$ cat src/rtl/uart_pkg.sv
//------------------------------------------------------------------------------
// Package : uart_pkg
// Shared types and the wrap-around priority search for the UART channel selector.
// Rev 1.0 - initial release
//------------------------------------------------------------------------------
`default_nettype none

package uart_pkg;

    localparam int UART_DATA_W  = 8;
    localparam int RR_MAX_CH    = 32;
    localparam int RR_IDX_W     = $clog2(RR_MAX_CH);

    typedef enum logic [0:0] {
        MODE_LEGACY = 1'b0,
        MODE_RR     = 1'b1
    } sel_mode_t;

    typedef struct packed {
        logic                hit;
        logic [RR_IDX_W-1:0] idx;
    } rr_pick_t;

    // First set bit of valid, scanning upward from ptr+1 and wrapping at num_ch.
    // The scan walks offsets from far to near so the nearest hit is written last.
    function automatic rr_pick_t rr_pick(input logic [RR_MAX_CH-1:0] valid,
                                         input int ptr,
                                         input int num_ch);
        rr_pick_t r;
        int       k;
        r = '0;
        for (int i = RR_MAX_CH; i >= 1; i--) begin
            if (i <= num_ch) begin
                k = ptr + i;
                if (k >= num_ch) k = k - num_ch;
                if (valid[k]) begin
                    r.hit = 1'b1;
                    r.idx = RR_IDX_W'(k);
                end
            end
        end
        return r;
    endfunction

endpackage

`default_nettype wire

$ cat src/rtl/uart_skid_fifo2.sv
//------------------------------------------------------------------------------
// Module  : uart_skid_fifo2
// Two-entry in-order buffer with push/pop handshake and occupancy count.
// Rev 1.0 - initial release
//------------------------------------------------------------------------------
`default_nettype none

module uart_skid_fifo2 #(
    parameter int W = 8
) (
    input  logic         m_clk,
    input  logic         reset,
    input  logic         push,
    input  logic [W-1:0] push_data,
    input  logic         pop,
    output logic [W-1:0] head_data,
    output logic         head_valid,
    output logic [1:0]   count
);

    logic [W-1:0] r_head;
    logic [W-1:0] r_tail;
    logic [1:0]   r_count;

    // Callers never push when full nor pop when empty, so only the legal
    // transitions are decoded; the head is held untouched when it drains.
    always_ff @(posedge m_clk) begin
        if (reset) begin
            r_head  <= '0;
            r_tail  <= '0;
            r_count <= 2'd0;
        end else if (push && pop) begin
            if (r_count == 2'd1) begin
                r_head <= push_data;
            end else begin
                r_head <= r_tail;
                r_tail <= push_data;
            end
        end else if (push) begin
            if (r_count == 2'd0) r_head <= push_data;
            else                 r_tail <= push_data;
            r_count <= r_count + 2'd1;
        end else if (pop) begin
            if (r_count == 2'd2) r_head <= r_tail;
            r_count <= r_count - 2'd1;
        end
    end

    assign head_data  = r_head;
    assign head_valid = (r_count != 2'd0);
    assign count      = r_count;

endmodule

`default_nettype wire

$ cat src/rtl/uart_chan_select.sv
//------------------------------------------------------------------------------
// Module  : uart_chan_select
// N-channel byte selector (legacy fixed select or round-robin) into a 2-entry buffer.
// Rev 1.0 - initial release
//------------------------------------------------------------------------------
`default_nettype none

module uart_chan_select
    import uart_pkg::*;
#(
    parameter  int DATA_W = UART_DATA_W,
    parameter  int NUM_CH = 2,
    localparam int SEL_W  = $clog2(NUM_CH)
) (
    input  logic                     m_clk,
    input  logic                     reset,
    input  logic                     fifo_en,
    input  logic                     dma_mode,
    input  logic                     rr_en,
    input  logic [SEL_W-1:0]         fixed_sel,
    input  logic [NUM_CH-1:0]        in_valid,
    input  logic [NUM_CH*DATA_W-1:0] in_data,
    output logic [NUM_CH-1:0]        in_ready,
    output logic                     out_valid,
    output logic [DATA_W-1:0]        out_data,
    output logic [SEL_W-1:0]         out_ch,
    input  logic                     out_ready,
    output logic [1:0]               occupancy
);

    localparam int c_ENTRY_W = DATA_W + SEL_W;

    sel_mode_t              w_mode;
    logic [RR_MAX_CH-1:0]   w_valid_ext;
    rr_pick_t               w_pick;
    logic [SEL_W-1:0]       w_gnt;
    logic                   w_gnt_hit;
    logic [NUM_CH-1:0]      w_ready;
    logic                   w_push;
    logic                   w_pop;
    logic [c_ENTRY_W-1:0]   w_push_entry;
    logic [c_ENTRY_W-1:0]   w_head;
    logic                   w_head_valid;
    logic [1:0]             w_count;
    logic [SEL_W-1:0]       r_rr_ptr;

    assign w_mode = rr_en ? MODE_RR : MODE_LEGACY;

    always_comb begin
        w_valid_ext             = '0;
        w_valid_ext[NUM_CH-1:0] = in_valid;
        w_pick                  = rr_pick(w_valid_ext, int'(r_rr_ptr), NUM_CH);
    end

    // Legacy mode always names a channel, even one with nothing to send.
    always_comb begin
        w_gnt     = '0;
        w_gnt_hit = 1'b0;
        case (w_mode)
            MODE_RR: begin
                w_gnt_hit = w_pick.hit;
                w_gnt     = SEL_W'(w_pick.idx);
            end
            default: begin
                w_gnt_hit = 1'b1;
                if (fifo_en && dma_mode && (int'(fixed_sel) < NUM_CH))
                    w_gnt = fixed_sel;
            end
        endcase
    end

    always_comb begin
        w_ready = '0;
        if (w_gnt_hit && !reset && (w_count != 2'd2))
            w_ready[w_gnt] = 1'b1;
    end

    assign in_ready     = w_ready;
    assign w_push       = |(in_valid & w_ready);
    assign w_pop        = w_head_valid & out_ready;
    assign w_push_entry = {in_data[int'(w_gnt)*DATA_W +: DATA_W], w_gnt};

    always_ff @(posedge m_clk) begin
        if (reset)
            r_rr_ptr <= SEL_W'(NUM_CH - 1);
        else if (w_push && (w_mode == MODE_RR))
            r_rr_ptr <= w_gnt;
    end

    uart_skid_fifo2 #(
        .W (c_ENTRY_W)
    ) u_fifo (
        .m_clk      (m_clk),
        .reset      (reset),
        .push       (w_push),
        .push_data  (w_push_entry),
        .pop        (w_pop),
        .head_data  (w_head),
        .head_valid (w_head_valid),
        .count      (w_count)
    );

    assign out_valid = w_head_valid;
    assign out_data  = w_head[c_ENTRY_W-1:SEL_W];
    assign out_ch    = w_head[SEL_W-1:0];
    assign occupancy = w_count;

endmodule

`default_nettype wire

$ cat config.mk
export PLATFORM = sky130hd
export DESIGN_NAME = uart_chan_select
export DESIGN_NICKNAME = d
export VERILOG_FILES = /design/src/rtl/uart_pkg.sv /design/src/rtl/uart_skid_fifo2.sv /design/src/rtl/uart_chan_select.sv
export SDC_FILE = /design/constraint.sdc
export NUM_CORES = 1
export LEC_CHECK = 0
export ABC_AREA = 1
export CAP_MARGIN = 0
export CORE_MARGIN = 8
export CORE_UTILIZATION = 44
export DETAILED_ROUTE_END_ITERATION = 8
export PLACE_DENSITY = 0.8
export SLEW_MARGIN = 10
export SYNTH_ARGS = -nofsm -noshare
export SYNTH_HDL_FRONTEND = slang
export SYNTH_SLANG_ARGS = --single-unit
$ cat constraint.sdc
create_clock -name m_clk -period 2.28 [get_ports m_clk]
set_input_delay 0.57 -clock m_clk [delete_from_list [all_inputs] [get_ports m_clk]]
set_output_delay 0.57 -clock m_clk [all_outputs]
set_load 0.05 [all_outputs]
# Word level (Yosys, flattened, before mapping)
# Cells that the tools add are included.
# totals
regBits	21
memories	0
romBits	0
latch_bits	0
ramBits	0
# op_classes
shift	1
n_eq_ne	6
addsub	6
magnitude_cmp	6
mul	0
muxes	29
div	0
reduce_logical	17
n_bitwise	3
# op_table
cell	n
two-way mux 9 bit	10
< comparator 32 x 7 -> 1 bit, second input constant	2
two-way mux 32 bit	2
indexed part select 16 x 5 -> 8 bit	1
two-way mux 6 bit	2
binary-select mux 1 bit (select 5 bit)	2
two-way mux 1 bit	9
logical AND 1 bit	6
two-way mux 2 bit	3
AND reduction 3 bit	2
nonzero test 2 bit	3
nonzero test 3 bit	2
inequality test 2 bit, second input constant	2
subtractor 3 x 2 -> 4 bit, second input constant	1
adder 1 x 2 -> 3 bit, second input constant	1
>= comparator 3 x 2 -> 1 bit, second input constant	1
inequality test 3 bit, second input constant	1
subtractor 2 x 2 -> 3 bit, second input constant	1
adder 1 x 1 -> 2 bit, second input constant	1
adder 2 x 1 -> 2 bit, second input constant	1
AND 2 bit	1
== test 2 x 1 -> 1 bit, second input constant	1
== test 2 bit, second input constant	1
>= comparator 2 bit, second input constant	1
other kinds (11)	11

# Logic depth before layout (Yosys ltp)
# Gate-level depths: netlist (run 1).
# depth
word_depth	19
ltp_mapped	15

# Modules after synthesis
# A second synthesis (run 1) with hierarchy kept.
# unflattened
cells_unflattened	270
hier_area_um2	1551.5
# by_module_without_submodules
mod	area_each_um2	cells_per_inst	instances
uart_skid_fifo2	1283.7	209	1
uart_chan_select	267.8	61	1

# Worst setup path after synthesis (run 1)
# Ideal clock, no wire load.
# synth_path
path_kind	register -> register
startpoint	register u_fifo.r_count[1] (netlist: u_fifo.count[1])
endpoint	register u_fifo.r_tail[0]
path_stages_with_launch	13
setup_ns	0.132
setup_slack_ns	-0.306
period_less_slack_ns	2.586
t_arrival_ns	2.454
path_buffers	1
path_cell_list	dfxtp_1 ha_1 inv_1 nand2_1 a21oi_2 nand3_1 buf_4 nand2_1 ha_1 a21oi_1 nand2_4 nand2_1 a21oi_1
# synth_via
elab_chain_len	8
elab_cells_between_ends	15
cone_classes	eq/ne (4); mux (2); bitwise (2); reduce/logical (7)
# synth_lines
element	line	rtl
start: declaration	uart_skid_fifo2.sv:23	logic [1:0] r_count;
start signal: assignment	uart_skid_fifo2.sv:42	r_count <= r_count + 2'd1;
start signal: assignment	uart_skid_fifo2.sv:45	r_count <= r_count - 2'd1;
inequality test 2 bit	uart_chan_select.sv:74	if (w_gnt_hit && !reset && (w_count != 2'd2))
logical AND 1 bit	uart_chan_select.sv:74	
two-way mux 2 bit	uart_chan_select.sv:74	
AND 2 bit	uart_chan_select.sv:79	assign w_push = |(in_valid & w_ready);
OR reduction 2 bit	uart_chan_select.sv:79	
logical AND 1 bit	uart_skid_fifo2.sv:32	end else if (push && pop) begin
inequality test 2 bit (no line), or another cell as far along	n/a	
AND reduction 3 bit (no line)	n/a	
end signal: assignment	uart_skid_fifo2.sv:37	r_tail <= push_data;
end signal: assignment	uart_skid_fifo2.sv:41	else r_tail <= push_data;
end: declaration	uart_skid_fifo2.sv:22	logic [W-1:0] r_tail;
# Parallel ways exist; a longest one is shown, timed or not.
# A chain may end at the register's enable or synchronous reset.

# Worst setup path after layout (run 1)
# layout_path
startpoint	input port fixed_sel
endpoint	output port in_ready[0]
# layout_via
elab_chain_len	7
elab_cells_between_ends	8
cone_classes	order compare (2); mux (5); reduce/logical (1)
# layout_lines
element	line	rtl
start: declaration	uart_chan_select.sv:20	input logic [SEL_W-1:0] fixed_sel,
two-way mux 1 bit *	uart_chan_select.sv:66	if (fifo_en && dma_mode && (int'(fixed_sel) < NUM_CH))
two-way mux 1 bit *	uart_chan_select.sv:59	case (w_mode)
< comparator 1 x 2 -> 1 bit (implied by the code) or >= comparator 1 bit (tied branches)	uart_chan_select.sv:75	w_ready[w_gnt] = 1'b1;
logical AND 1 bit (implied by the code)	uart_chan_select.sv:75	
two-way mux 1 bit (implied by the code)	uart_chan_select.sv:75	
demux 1 bit (select 1 bit) *	uart_chan_select.sv:75	
two-way mux 2 bit *	uart_chan_select.sv:74	
end: declaration	uart_chan_select.sv:23	output logic [NUM_CH-1:0] in_ready,
# Every way passes the cells marked *; elsewhere a longest branch is shown, timed or not.

==> run metrics, run 1 <==
FF+latch count, synth 21; total power per unit cell area 955.3 mW/mm2; Longest Clk Path Bufs 2; Placed Area 0.002083 mm2; # IOs 39; gr usage total 15.91%; clock root buffer master clkbuf_4; Area growth syn-to-layout 40.29%; compound-gate portion of the synthesized area 10.48%; xor-xnor portion of the synthesized cell area 1.137%; Worst Path Required 1.71 ns; share of the clock period used by the worst path 97.88%; Antenna Nets Post-Route 0; Slew Limit Headroom 66.81%; status complete, no violations; Crit path largest cell delay 0.42 ns; CTS tree built; Arr. time, crit path 1.66 ns; Seq/Total Area, Yosys 27.29%; layout cells sized above 1 14.29%; Hold Slack 0.4735 ns; Final #Nets 338; IR drop worst, VDD 0.7353 mV; Post-route DRC 0; Hold Path Class flop to flop; n_diodes 0; Synth Area per Inst 6.017 um2; yosys warns 0; Worst Max-Slew Pin Slew 0.4963 ns; Gate Count Post-Synth 256; main combinational cell family by area after synthesis simple AND/OR/NAND/NOR gates; fill count 342; CORE AREA 0.003363 mm2; Net Count, Synth 285; dpl hpwl 3258 um; Cell Rows 21; CTS Hold Bufs 0; total power 2.064 mW; Clock Pin Slew Worst Setup and Hold Paths 0.11 ns; fin crit period 2.232 ns; post-synthesis mux area share 0%; synth unique cells 23; highest-count cells in the layout ignoring fill and taps 73 x nand2_1, 44 x nand3_1, 30 x nor2_1, 30 x clkdlybuf4s50_1; vias in the first global route 1558; nature of the critical path endpoint output port; Port Buffers 38; crit-path cells clkdlybuf4s50_1, nand2_1, inv_1, nand2_4, nand2_2, buf_4, nor2_4, buf_12; most common cell after layout, fill and taps aside nand2_1; post-route cell area 0.002161 mm2; Sink Count 21; Synth Cell Area 0.001540 mm2; vias 1780; total grt overflow 0; WS Path Type input pin to output port; clk_skew 0.001216 ns; drt total wl 4281 um; TritonCTS buffer count 3; largest net degree at the start of global routing 20; Die Ht 75.17 um; leakage power 1.018 nW; die area 0.005650 mm2; simple-gate share of the synthesized area 47.20%; DR WL/cell 12.09 um; Max Cap Viol 0; number of hold violations in the final report 0; CP Max Fanout 2; Initial Utilization 45.80%; Max Fclk 448.1 MHz; Pre-Repair DR Iteration Count 6; vias per std cell 5.028; Pins Over Slew Limit 0; Final setup viols 0; starting DRC count in detailed routing 118; Chip Width 75.17 um; CTS H-tree lvls 1; gpl congestion 0.9130; initial antenna violation count 0; Worst Setup Start Kind input pin; adder and majority cell fraction of the synthesized area 3.249%; clock latency at the later pin of the worst-skew pair 0.31 ns; global-route wire length before repair 7086 um; final core utilization 64.25%; Worst path slowest cell clkdlybuf4s50_1
## routing by layer
| layer | routed length, um | global-route usage, % | vias to the layer above |
|---|---|---|---|
| li1 | - | - | 927 |
| met1 | 1936 | 20.95 | 749 |
| met2 | 1902 | 24.09 | 94 |
| met3 | 362 | 3.728 | 10 |
| met4 | 80 | 6.610 | 0 |
| met5 | 0 | 0 | - |
## worst max-delay path: cells and delay by family
family	cells	cell delay, ns
buf+inv	4	0.77
simple gates	4	0.32
## cell usage after synthesis, drive strengths merged
master | count | share of area (%)
inv | 29 | 7.1
xnor2 | 1 | 0.57
xor2 | 1 | 0.57
ha | 4 | 3.2
nand3 | 48 | 18
a21oi | 29 | 9.7
o211ai | 1 | 0.49
o21ai | 1 | 0.32
clkbuf | 2 | 0.49
buf | 7 | 2.8
clkinv | 1 | 0.24
nand2 | 78 | 21
dfxtp | 21 | 27
nor2 | 33 | 8.2
## through the flow
stage	instances	setup TNS [ns]	setup slack, ns
finish	354	0	0.04831
global route	354	-0.01334	-0.007000
CTS	353	0	0.01106
detailed placement	348	-4.603	-0.2736
global placement	348	-3.758	-0.2192
floorplan	256	0	0.005081
## timing repair
item / in CTS / in global routing
endpoints found under the setup margin: 2 / 20
pin swaps: 2 / 4
setup buffers: 1 / 0
cloned: 0 / 1
resized for setup: 7 / 7
## worst paths after layout
path | start | to | slack (ns) | depth (start not counted)
setup / recovery | fixed_sel | in_ready[0] | 0.05 | 8
hold / removal | u_fifo.r_tail[4] | u_fifo.r_tail[4] | 0.47 | 2
setup reg to reg | u_fifo.count[0] | u_fifo.head_data[0] | 0.24 | 14
hold reg to reg | u_fifo.r_tail[4] | u_fifo.r_tail[4] | 0.47 | 2
## area by class of cell
class / count / area (um2) / area share [%]
Multi-Input combinational cell: 197 / 996.0 / 46.09
Timing Repair Buffer: 56 / 538.0 / 24.90
Sequential cell: 21 / 425.4 / 19.69
Inverter: 30 / 117.6 / 5.443
Tap cell: 46 / 57.56 / 2.664
Clock buffer: 4 / 26.28 / 1.216
## state kept, by name, indices dropped and copies added (netlist names)
signal,count
u_fifo.r_tail,9
u_fifo.head_data,9
r_rr_ptr,1
u_fifo.count,2
## report_power, final
| part | total (mW) | leakage (nW) | switching, mW | internal, mW |
|---|---|---|---|---|
| Combinational | 1.38 | 0.831 | 0.880 | 0.497 |
| Sequential | 0.508 | 0.172 | 0.0496 | 0.458 |
| Clock | 0.179 | 0.0150 | 0.111 | 0.0685 |
| Total | 2.06 | 1.02 | 1.04 | 1.02 |
## kinds of logic (layout without fill, tap and decap cells)
logic type               count (synthesis)  after routing
flip-flops                              21             21
XOR/XNOR                                 2              2
adder cells (fa/ha/maj)                  4              4
buffers and inverters                   39             90
AND/OR/NAND/NOR                        159            160
AO/OA/AOI/OAI                           31             31
(Power assumes the default switching activity.)
==> inputs of run 2 (changes only) <==
Settings changed: CORE_ASPECT_RATIO from default to 0.7.
==> run 2 against run 1 <==
  * Flip-flop and latch count did not move
  * Setup slack better by 0.0056 ns
  * Via count increased by 1.0%
  * Critical path depth is 1 lower
  * Routed wire length grew 8.9%
  * Critical endpoint is now in_ready[1]
  * Largest cell class unchanged
  * Largest power group unchanged
==> run metrics, run 2 (synthesis gave the netlist of run 1 again) <==
Worst Max-Slew Pin Slew 0.5145 ns (was 0.4963 ns); largest net degree at the start of global routing 20 (unchanged); dpl hpwl 3436 um (was 3258 um); n_diodes 0 (unchanged); gr usage total 16.49% (was 15.91%); leakage power 1.045 nW (was 1.018 nW); clk_skew 0.006490 ns (was 0.001216 ns); share of the clock period used by the worst path 97.63% (was 97.88%); Chip Width 86.72 um (was 75.17 um); Hold Path Class flop to flop (unchanged); area of the multi-input gates 989.7 um2 (was 996.0 um2); Arr. time, crit path 1.66 ns (about the same); highest-count cells in the layout ignoring fill and taps 72 x nand2_1, 44 x nand3_1, 30 x nor2_1, 29 x clkdlybuf4s50_1, 27 x a21oi_1 (was 73 x nand2_1, 44 x nand3_1, 30 x nor2_1, 30 x clkdlybuf4s50_1); Storage cell area 425.4 um2 (unchanged); clock latency at the later pin of the worst-skew pair 0.27 ns (was 0.31 ns); Area growth syn-to-layout 43.38% (was 40.29%); starting DRC count in detailed routing 287 (was 118); nature of the critical path endpoint output port (unchanged); Antenna Nets Post-Route 0 (unchanged); hold path endpoint u_fifo.r_tail[5] (was u_fifo.r_tail[4]); worst reg2reg path endpoint u_fifo.head_data[0] (unchanged); total grt overflow 0 (unchanged); CTS H-tree lvls 1 (unchanged); Worst path slowest cell clkdlybuf4s50_1 (unchanged); total power 2.151 mW (was 2.064 mW); Clock Pin Slew Worst Setup and Hold Paths 0.07 ns (was 0.11 ns); TritonCTS buffer count 3 (unchanged); WHS Path Cells 2 (unchanged); worst reg-to-reg setup slack 0.20 ns (was 0.24 ns); # IOs 39 (unchanged); Port Buffers 38 (unchanged); CTS Hold Bufs 0 (unchanged); Placed Cells 354 (was 348); fin crit period 2.226 ns (was 2.232 ns); Max Fclk 449.2 MHz (was 448.1 MHz); DR WL/cell 12.95 um (was 12.09 um); IR drop worst, VDD 0.7052 mV (was 0.7353 mV); Cell Rows 18 (was 21); Longest Clk Path Bufs 2 (unchanged); layout cells sized above 1 15.81% (was 14.29%); vias per std cell 4.994 (was 5.028); Worst Path Required 1.71 ns (about the same); crit-path most repeated cell nand2_1; CP Max Fanout 2 (unchanged); gpl congestion 0.9087 (was 0.9130); vias in the first global route 1519 (was 1558); most common cell after layout, fill and taps aside nand2_1 (unchanged); total power per unit cell area 973.9 mW/mm2 (was 955.3 mW/mm2); Die Ht 65.50 um (was 75.17 um); Slew Limit Headroom 65.60% (was 66.81%); status complete, no violations (unchanged); number of hold violations in the final report 0 (unchanged); WS Path Type input pin to output port (unchanged); initial antenna violation count 0 (unchanged); clock root buffer master clkbuf_8 (was clkbuf_4); Final Non-Filler Cells 360 (was 354); Sink Count 21 (unchanged); die area 0.005680 mm2 (was 0.005650 mm2); CORE AREA 0.003446 mm2 (was 0.003363 mm2); Hold Crit Start u_fifo.r_tail[5] (was u_fifo.r_tail[4]); global-route wire length before repair 7562 um (was 7086 um); fill count 324 (was 342); drt total wl 4663 um (was 4281 um); Initial Utilization 44.70% (was 45.80%); final core utilization 64.09% (was 64.25%); Max Cap Viol 0 (unchanged); CTS tree built (unchanged); worst r2r src u_fifo.count[0] (unchanged); Post-route DRC 0 (unchanged); RSZ-0062 raised after global routing false; Pins Over Slew Limit 0 (unchanged); crit-path cells clkdlybuf4s50_1, nand3_1, nand2_1, nand2_1, buf_4, nor2_4, buf_12 (was clkdlybuf4s50_1, nand2_1, inv_1, nand2_4, nand2_2, buf_4, nor2_4, buf_12); Final #Nets 340 (was 338); vias 1798 (was 1780); Crit path largest cell delay 0.47 ns (was 0.42 ns); Worst Setup Start Kind input pin (unchanged); Final setup viols 0 (unchanged); Pre-Repair DR Iteration Count 5 (was 6); cells on worst reg2reg path 14 (unchanged)
## run 2: worst max path at each step
stage | startpoint | end | slack [ns] | depth (start not counted)
3_5_place_dp | in_valid[0] | u_fifo.r_tail[6] | -0.29 | 13
6_report | fixed_sel | in_ready[1] | 0.05 | 7
4_1_cts | reset | in_ready[1] | -0.02 | 8
3_3_place_gp | rr_en | u_fifo.head_data[0] | -0.23 | 11
2_1_floorplan | u_fifo.count[0] | u_fifo.head_data[0] | 0.005 | 15
5_1_grt | fixed_sel | in_ready[0] | 0.01 | 8
## run 2: layout make-up
class                   count  share of cell area [%]
inverters                  30                   5.326
repair buffers             59                   25.67
clock inverters             1                  0.2266
flip-flops and latches     21                   19.26
well taps                  50                   2.833
multi-input cells         196                   44.82
clock buffers               3                   1.870
## run 2: what timing repair did
| action | 4_1_cts | 5_1_grt |
|---|---|---|
| setup endpoints to repair | 6 | 20 |
| buffers inserted | 2 | 0 |
| pin swaps | 0 | 3 |
| resized for setup | 12 | 7 |
## run 2: through the flow
step / TNS, ns / setup WS [ns] / hold WS (ns) / area (um2)
floorplan: 0 / 0.005081 / 0.4400 / 1553
finish: 0 / 0.05392 / 0.4707 / 2208
global route: 0 / 0.01005 / 0.4969 / 2208
global placement: -3.703 / -0.2293 / 0.4488 / 2103
detailed placement: -5.153 / -0.2900 / 0.4605 / 2103
CTS: -0.02033 / -0.02033 / 0.4722 / 2193
## run 2: worst max-delay path, delay by kind of cell
kind / cells / cell delay, ns
and+or+nand+nor: 4 / 0.32
buffers and inverters: 3 / 0.76
## run 2: power by group
| part | switching, mW | internal, mW |
|---|---|---|
| clock network | 0.129 | 0.122 |
| registers | 0.0490 | 0.458 |
| logic | 0.892 | 0.500 |
| total | 1.07 | 1.08 |
## run 2: per-layer routing
| layer | GRT usage (%) | vias to the layer above | share of wire [%] |
|---|---|---|---|
| met3 | 4.234 | 3 | 11 |
| met1 | 23.03 | 770 | 45 |
| li1 | - | 923 | - |
| met2 | 25.07 | 102 | 44 |
| met4 | 2.778 | 0 | 0.36 |
| met5 | 0 | - | 0 |
==> inputs of run 3 (changes only) <==
--- a/config.mk
+++ b/config.mk
@@ -12,4 +12,5 @@
 export CORE_UTILIZATION = 44
 export DETAILED_ROUTE_END_ITERATION = 8
+export MAX_ROUTING_LAYER = met4
 export PLACE_DENSITY = 0.8
 export SLEW_MARGIN = 10
==> constraint.sdc (replaced) <==
create_clock -name m_clk -period 2.28 [get_ports m_clk]
set_input_delay 0.57 -clock m_clk [delete_from_list [all_inputs] [get_ports m_clk]]
set_output_delay 0.57 -clock m_clk [all_outputs]
set_load 0.1 [all_outputs]
==> run 3 against run 2 <==
  * Fmax is 0.14% lower
  * Routed wire length decreased by 1.4%
  * Largest power group unchanged
  * Highest routed layer unchanged
  * Non-clock buffer count is the same
  * Critical path depth did not move
==> run metrics, run 3 (synthesis gave the netlist of run 1 again) <==
RSZ-0062 raised after global routing true (was false); Placed Cells 354 (unchanged); crit-path cells clkdlybuf4s50_1, nand3_1, nand2_1, nand2_2, buf_6, nor2_4, buf_12 (was clkdlybuf4s50_1, nand3_1, nand2_1, nand2_1, buf_4, nor2_4, buf_12); Port Buffers 38 (unchanged); clock root buffer master clkbuf_8 (unchanged); Storage cell area 427.9 um2 (was 425.4 um2); Worst Path Required 1.71 ns (about the same); Longest Clk Path Bufs 2 (unchanged); Final setup viols 0 (unchanged); post-route setup TNS 0 ns (unchanged); clk_skew 0.001465 ns (was 0.006490 ns); CTS H-tree lvls 1 (unchanged); CP Max Fanout 2 (unchanged); fill count 316 (was 324); Hold Crit Start u_fifo.r_tail[5] (unchanged); Internal 1.110 mW (was 1.080 mW); number of hold violations in the final report 0 (unchanged); Sink Count 21 (unchanged); CTS tree built (unchanged); worst reg2reg path endpoint u_fifo.r_tail[3] (was u_fifo.head_data[0]); drt total wl 4596 um (was 4663 um); hold path endpoint u_fifo.r_tail[5] (unchanged); worst r2r src u_fifo.count[0] (unchanged); Chip Width 86.72 um (unchanged); sw frac 55.88% (was 49.78%); WHS Path Cells 2 (unchanged); Final #Nets 340 (unchanged); crit-path leading delay family buffers and inverters (unchanged); Die Ht 65.50 um (unchanged); CORE AREA 0.003446 mm2 (unchanged); IR drop worst, VDD 0.9167 mV (was 0.7052 mV); die area 0.005680 mm2 (unchanged); Cell Rows 18 (unchanged); Final Non-Filler Cells 360 (unchanged); layout cells sized above 1 19.68% (was 15.81%); Worst Setup Start Kind input pin (unchanged); starting DRC count in detailed routing 288 (was 287); Max Fclk 448.6 MHz (was 449.2 MHz); share of the clock period used by the worst path 97.77% (was 97.63%); # IOs 39 (unchanged); Antenna Nets Post-Route 0 (unchanged); vias 1761 (was 1798); nature of the critical path endpoint output port (unchanged); vias per std cell 4.892 (was 4.994); initial antenna violation count 0 (unchanged); Arr. time, crit path 1.66 ns (about the same); Worst Setup SP fixed_sel (unchanged); total power per unit cell area 1148 mW/mm2 (was 973.9 mW/mm2); Pins Over Slew Limit 0 (unchanged); status complete, no violations (unchanged); worst reg-to-reg setup slack 0.18 ns (was 0.20 ns); largest net degree at the start of global routing 20 (unchanged); share of power burned in registers 20.5% (was 23.6%); Max Cap Viol 0 (unchanged); area of the multi-input gates 994.7 um2 (was 989.7 um2); Switch Pwr 1.406 mW (was 1.071 mW); Crit path largest cell delay 0.47 ns (about the same); Slew Limit Headroom 71.27% (was 65.60%); Clock Pin Slew Worst Setup and Hold Paths 0.07 ns (about the same); total grt overflow 0 (unchanged); DR WL/cell 12.77 um (was 12.95 um); WS Path Type input pin to output port (unchanged); CP bufs+invs 3 (unchanged); Worst Max-Slew Pin Slew 0.4300 ns (was 0.5145 ns); Combinational Power Share 69.9% (was 64.7%); global-route wire length before repair 7079 um (was 7562 um); fin crit period 2.229 ns (was 2.226 ns); Hold Path Class flop to flop (unchanged); Worst path slowest cell clkdlybuf4s50_1 (unchanged); Clk network pwr share 9.6% (was 11.7%); gpl congestion 0.9169 (was 0.9087); Initial Utilization 44.70% (unchanged); Pre-Repair DR Iteration Count 4 (was 5); Hold Slack 0.4644 ns (was 0.4707 ns); dpl hpwl 3519 um (was 3436 um); gr usage total 16.15% (was 16.49%); TritonCTS buffer count 3 (unchanged); leakage power 1.033 nW (was 1.045 nW); cells on worst reg2reg path 15 (was 14); clock latency at the later pin of the worst-skew pair 0.26 ns (was 0.27 ns); most common cell after layout, fill and taps aside nand2_1 (unchanged); Area growth syn-to-layout 42.32% (was 43.38%); Post-route DRC 0 (unchanged); vias in the first global route 1544 (was 1519); highest-count cells in the layout ignoring fill and taps 71 x nand2_1, 44 x nand3_1, 30 x nor2_1, 30 x buf_4, 27 x a21oi_1 (was 72 x nand2_1, 44 x nand3_1, 30 x nor2_1, 29 x clkdlybuf4s50_1, 27 x a21oi_1); n_diodes 0 (unchanged)
-- run 3: timing repair --
| item | CTS | global route |
|---|---|---|
| hold buffers | 0 | 0 |
| pin swaps | 2 | 3 |
| setup buffers | 1 | 1 |
| endpoints found under the setup margin | 3 | 7 |
| gates resized for setup | 7 | 4 |
-- run 3: routing by layer --
metal	share of wire, %	global-route usage, %	up-vias
met4	1.4	4.915	0
met2	44	24.03	62
li1	-	-	925
met5	0	-	-
met3	8.1	4.359	9
met1	46	20.83	765
-- run 3: power by group through the flow --
stage / combinational [mW] / sequential, mW / clock [mW]
floorplan: 0.806 / 1.00 / 0
global placement: 1.71 / 0.520 / 0
detailed placement: 1.73 / 0.523 / 0
CTS: 1.75 / 0.515 / 0.252
global route: 1.87 / 0.526 / 0.263
finish: 1.76 / 0.515 / 0.242
-- run 3: cell type report --
cell class	count	area share [%]
Multi-Input combinational cell	196	45.38
Inverter	30	5.422
Clock buffer	4	2.055
Tap cell	50	2.854
Timing Repair Buffer	59	24.77
Sequential cell	21	19.52
-- run 3: metrics by stage --
step / setup WS (ns) / power, mW / utilization (%) / instance area [um2]
finish: 0.05078 / 2.516 / 63.62 / 2192
global route: -0.01078 / 2.661 / 63.62 / 2192
CTS: 0.0003193 / 2.512 / 63.14 / 2176
detailed placement: -0.2814 / 2.255 / 61.58 / 2122
global placement: -0.2227 / 2.231 / 61.58 / 2122
floorplan: 0.02213 / 1.808 / - / 1599
-- run 3: worst reg2reg max path, cell delays in order (launching register included) --
cell and delay, ns:
dfxtp_4 0.37, inv_2 0.05, ha_1 0.20, inv_1 0.05, nand2_1 0.06, a21oi_2 0.12, buf_4 0.13, nand3_1 0.12
nand2_2 0.12, ha_4 0.16, buf_4 0.11, a21oi_2 0.04, buf_4 0.17, nand2_4 0.12, nand2_1 0.06, a21oi_1 0.14
-- run 3: worst max-delay path by stage --
stage | endpoint | slack (ns) | cells past startpoint
2_1_floorplan | u_fifo.head_data[0] | 0.02 | 15
3_3_place_gp | in_ready[1] | -0.22 | 7
3_5_place_dp | u_fifo.r_tail[3] | -0.28 | 13
4_1_cts | in_ready[0] | 0.0003 | 8
5_1_grt | in_ready[0] | -0.01 | 8
6_report | in_ready[1] | 0.05 | 7
